$ cat config.mk
export PLATFORM = sky130hd
export DESIGN_NAME = address_fsm_flat
export DESIGN_NICKNAME = d
export VERILOG_FILES = /design/src/rtl/address_fsm_if.sv /design/src/rtl/address_fsm.sv /design/src/flat_wrapper.sv
export SDC_FILE = /design/constraint.sdc
export NUM_CORES = 1
export LEC_CHECK = 0
export CELL_PAD_IN_SITES_DETAIL_PLACEMENT = 2
export CELL_PAD_IN_SITES_GLOBAL_PLACEMENT = 2
export CORE_MARGIN = 5
export CORE_UTILIZATION = 30
export CTS_CLUSTER_SIZE = 14
export DETAILED_ROUTE_END_ITERATION = 10
export GPL_ROUTABILITY_DRIVEN = 0
export HOLD_SLACK_MARGIN = 0.08
export PLACE_DENSITY = 0.79
export SLEW_MARGIN = 20
export SYNTH_ARGS = -nofsm -noshare
export SYNTH_HDL_FRONTEND = slang
export SYNTH_SLANG_ARGS = --single-unit
$ cat constraint.sdc
create_clock -name clk_i -period 2.65 [get_ports clk_i]
set_clock_uncertainty 0.1 [all_clocks]
set_input_delay 0.265 -clock clk_i [delete_from_list [all_inputs] [get_ports clk_i]]
set_output_delay 0.265 -clock clk_i [all_outputs]
set_load 0.02 [all_outputs]
$ cat src/rtl/address_fsm_if.sv
// Handshake bundle between a 16-bit word producer, the nibble serializer and a 4-bit receiver.
// The master modport belongs to whoever drives words in and takes nibbles out.
interface address_fsm_if;
  logic        data_i_valid_i;
  logic        rec_ready_i;
  logic [15:0] data_i;
  logic        fsm_ready_o;
  logic        data_o_valid_o;
  logic [3:0]  data_o;

  modport master (
    output data_i_valid_i,
    output rec_ready_i,
    output data_i,
    input  fsm_ready_o,
    input  data_o_valid_o,
    input  data_o
  );

  modport slave (
    input  data_i_valid_i,
    input  rec_ready_i,
    input  data_i,
    output fsm_ready_o,
    output data_o_valid_o,
    output data_o
  );
endinterface

$ cat src/rtl/address_fsm.sv
// Serializes 16-bit words into four 4-bit nibbles, MSB nibble first, over valid/ready handshakes.
// A new word can be taken on the same edge as the last nibble leaves, so streaming has no bubbles.
module address_fsm (
  input  logic          clk_i,
  input  logic          arst_ni,
  address_fsm_if.slave  bus
);

  typedef enum logic {
    IDLE,
    SEND
  } state_t;

  state_t      state_q, state_d;
  logic [15:0] word_q, word_d;
  logic [1:0]  cnt_q, cnt_d;

  always_ff @(posedge clk_i or negedge arst_ni) begin
    if (!arst_ni) begin
      state_q <= IDLE;
      word_q  <= 16'h0000;
      cnt_q   <= 2'd0;
    end else begin
      state_q <= state_d;
      word_q  <= word_d;
      cnt_q   <= cnt_d;
    end
  end

  // data_o comes only from word_q, never from data_i, so there is no input-to-output path.
  always_comb begin
    state_d            = state_q;
    word_d             = word_q;
    cnt_d              = cnt_q;
    bus.fsm_ready_o    = 1'b0;
    bus.data_o_valid_o = 1'b0;
    bus.data_o         = 4'h0;

    case (state_q)
      IDLE: begin
        bus.fsm_ready_o = 1'b1;
        if (bus.data_i_valid_i) begin
          word_d  = bus.data_i;
          cnt_d   = 2'd0;
          state_d = SEND;
        end
      end

      SEND: begin
        bus.data_o_valid_o = 1'b1;
        case (cnt_q)
          2'd0:    bus.data_o = word_q[15:12];
          2'd1:    bus.data_o = word_q[11:8];
          2'd2:    bus.data_o = word_q[7:4];
          default: bus.data_o = word_q[3:0];
        endcase
        bus.fsm_ready_o = (cnt_q == 2'd3) && bus.rec_ready_i;

        // Any edge with rec_ready_i low leaves everything untouched (backpressure).
        if (bus.rec_ready_i) begin
          if (cnt_q != 2'd3) begin
            cnt_d = cnt_q + 2'd1;
          end else if (bus.data_i_valid_i) begin
            word_d = bus.data_i;
            cnt_d  = 2'd0;
          end else begin
            state_d = IDLE;
            cnt_d   = 2'd0;
          end
        end
      end

      default: begin
        state_d = IDLE;
        cnt_d   = 2'd0;
      end
    endcase
  end

endmodule

$ cat src/flat_wrapper.sv
// flat-port wrapper written by rule: the top's interface ports become plain ports
module address_fsm_flat 
  (clk_i, arst_ni, bus_data_i_valid_i, bus_rec_ready_i, bus_data_i, bus_fsm_ready_o, bus_data_o_valid_o, bus_data_o);
  address_fsm_if bus_i ();
  input  logic clk_i;
  input  logic arst_ni;
  input wire logic [$bits(bus_i.data_i_valid_i)-1:0] bus_data_i_valid_i;
  input wire logic [$bits(bus_i.rec_ready_i)-1:0] bus_rec_ready_i;
  input wire logic [$bits(bus_i.data_i)-1:0] bus_data_i;
  output wire logic [$bits(bus_i.fsm_ready_o)-1:0] bus_fsm_ready_o;
  output wire logic [$bits(bus_i.data_o_valid_o)-1:0] bus_data_o_valid_o;
  output wire logic [$bits(bus_i.data_o)-1:0] bus_data_o;
  assign bus_i.data_i_valid_i = bus_data_i_valid_i;
  assign bus_i.rec_ready_i = bus_rec_ready_i;
  assign bus_i.data_i = bus_data_i;
  assign bus_fsm_ready_o = bus_i.fsm_ready_o;
  assign bus_data_o_valid_o = bus_i.data_o_valid_o;
  assign bus_data_o = bus_i.data_o;
  address_fsm u_core (.clk_i(clk_i), .arst_ni(arst_ni), .bus(bus_i));
endmodule
==> flow_summary.yaml <==
synthesis:
  yosys.cell_count.top_type: "inv_1"
  synth_edf_count: 0
  synthesis.nets: 131
  synth_top_area_share_pct: 42.0
  yosys_warnings: 0
  yosys-top-cells-count: "20 x inv_1, 19 x dfrtp_1, 16 x nand2_1"
  synth-main-ff-cell: "dfrtp_1"
  syn_avg_cell_area_um2: 10.7
  synthTopCellsByArea: "dfrtp_1 42%, o32ai_2 14%, inv_1 6.6%, ha_1 5.5%, nand2_1 5.3%"
  ys_seq_area_share_pct: 42.0
  synthArstFlopShare_pct: 100
  syn_area_mm2: 0.00113
  synthCells: 106
  ys_types: 23
  ys_seq_elements: 19
  synth_top_area_cell: "dfrtp_1"
power_and_ir_drop:
  leakagePower_nw: 0.659
  powerDensity_mw_per_mm2: 1120
  ir_worst_vdd_mv: 0.526
global_routing:
  grt_pass1_vias: 984
  grt_pass1_wl_um: 5440
  grt_use_total_pct: 13.8
  grt_max_degree: 20
  antenna_found_initial: 0
  gr-total-overflow: 0
sta:
  setup_tns_ns: 0
  fin_crit_sh_pct: 96.0
  slew_headroom_pct: 38.3
  fmax_ghz: 0.393
  final_hold_viol_count: 0
  worst_pin_slew_ns: 0.922
  drv_slew: 0
  finalCriticalPeriod_ns: 2.54
  rsz0062_at_grt: "no"
  finalSetupViolCount: 0
worst_setup_path:
  crit_required_ns: 2.29
  critPathBufInv: 2
  critPathKind: "reg2out"
  cp.depth: 5
  crit_start: "u_core.cnt_q[0]"
  crit_fanout: 6
  crit_family: "buffers and inverters"
  path_cells: "inv_1 -> ha_1 -> a21oi_1 -> a221oi_1 -> clkdlybuf4s50_1"
  rr_endpoint: "u_core.word_q[11]"
  rr_startpoint: "u_core.cnt_q[0]"
  crit_end: "bus_data_o[2]"
  crit_slowest_cell: "clkdlybuf4s50_1"
  r2r_setup_slack_ns: 1.05
  cp.arrival_ns: 2.18
  r2r_cells: 4
  endpoint_kind: "output pin"
  critical_path.max_stage_delay_ns: 0.67
  cp-start-kind: "flop"
finish:
  drive_gt1_share_pct: 15.4
  nets: 156
  insertedDiodeCount: 0
  utilization_pct: 39.4
  syn_to_final_growth_pct: 27.7
drt:
  dr.pass1.iters: 4
  drt_iter0_drc: 35
  antenna_left: 0
  drcViolationCount: 0
  detail_route.wl_per_cell_um: 18.4
  via_count: 875
  routed_wl_um: 3280
  vias_per_cell: 4.92
clock_tree:
  cts_tree: "built"
  cts_setup_buffers: 0
  cts_root_buffer: "clkbuf_8"
  cts_max_level: 1
  cts_buffers: 3
  clk_pin_slew_worst_paths_ns: 0.08
  cts_hold_buffers: 0
  clk_latency_ns: 0.26
  clock_sinks: 19
  clockBufferDepth: 2
floorplan:
  die_h_um: 71.4
  io_pins: 26
  core.rowCount: 22
  dieArea_mm2: 0.00510
  initial_utilization_pct: 30.9
  die_w_um: 71.4
  fp.coreArea_mm2: 0.00366
worst_hold_path:
  hp-class: "in2async"
placement:
  dpl.hpwl_um: 2370
  portBuffers: 25
run:
  max_cap_viol_count: 0
status:
  run_status: "finished clean"
[how the worst min path moves through the flow]
| stage | from | end | slack (ns) | depth (start not counted) |
|---|---|---|---|---|
| floorplan | arst_ni | u_core.cnt_q[0] | -0.13 | 0 |
| global placement | u_core.word_q[14] | u_core.word_q[14] | 0.45 | 2 |
| CTS | arst_ni | u_core.word_q[13] | 0.47 | 1 |
| finish | arst_ni | u_core.word_q[13] | 0.42 | 1 |
| detailed placement | u_core.word_q[9] | u_core.word_q[9] | 0.46 | 2 |
| global route | u_core.word_q[13] | u_core.word_q[13] | 0.49 | 2 |
[cells in the final DEF (no fill, tap or decap), types with 2 or more instances in the layout]
master,count
clkdlybuf4s50_1,23
o32ai_1,6
o32ai_2,10
buf_4,3
nand2_1,16
ha_1,4
inv_1,20
a221oi_1,4
a22oi_1,4
clkbuf_8,3
dfrtp_1,19
dlymetal6s2s_1,2
a21oi_1,4
[area by class of cell]
| cell class | count | area, µm² |
|---|---|---|
| inverter | 20 | 75.1 |
| timing repair buffer | 28 | 278 |
| multi-input combinational | 59 | 510 |
| fill | 404 | 2220 |
| tap | 48 | 60.1 |
| sequential | 19 | 475 |
| clock buffer | 4 | 45.0 |
[through the flow]
stage	worst slack, ns	hold slack, ns	power, mW	cells	area (µm²)
after floorplan	0.818	-0.131	1.10	106	1130
after global placement	0.434	0.450	1.37	174	1390
after detailed placement	0.336	0.465	1.41	174	1390
after CTS	0.0308	0.465	1.64	178	1440
after global routing	0.0142	0.491	1.73	178	1440
final	0.107	0.417	1.62	178	1440
[metal layers]
metal  part of all wire [%]  global-route usage [%]
met1                     44                    18.2
met5                      0                       0
met3                    2.3                    2.38
met4                    1.4                    4.38
met2                     52                    23.1
[cell families after synthesis]
kind of cell | share of synthesized area [%]
flip-flops | 42.0
XOR/XNOR | 0.774
AND/OR/NAND/NOR | 9.18
buffers and inverters | 13.1
AO/OA/AOI/OAI | 29.4
adder cells (fa/ha/maj) | 5.53
[registers in the layout, indices dropped and copies added (netlist names)]
name	flops
u_core.cnt_q	2
u_core.word_q	16
u_core.state_q	1
[what timing repair did]
item	in CTS	in global routing
resized for setup	0	3
endpoints found under the hold margin	0	0
setup endpoints to repair	0	4
[power breakdown]
part | switching (mW) | total (mW) | internal (mW)
combinational | 0.452 | 0.881 | 0.429
clock | 0.104 | 0.212 | 0.107
sequential | 0.0988 | 0.527 | 0.429
Note: power is estimated with default switching activity, not from simulation.
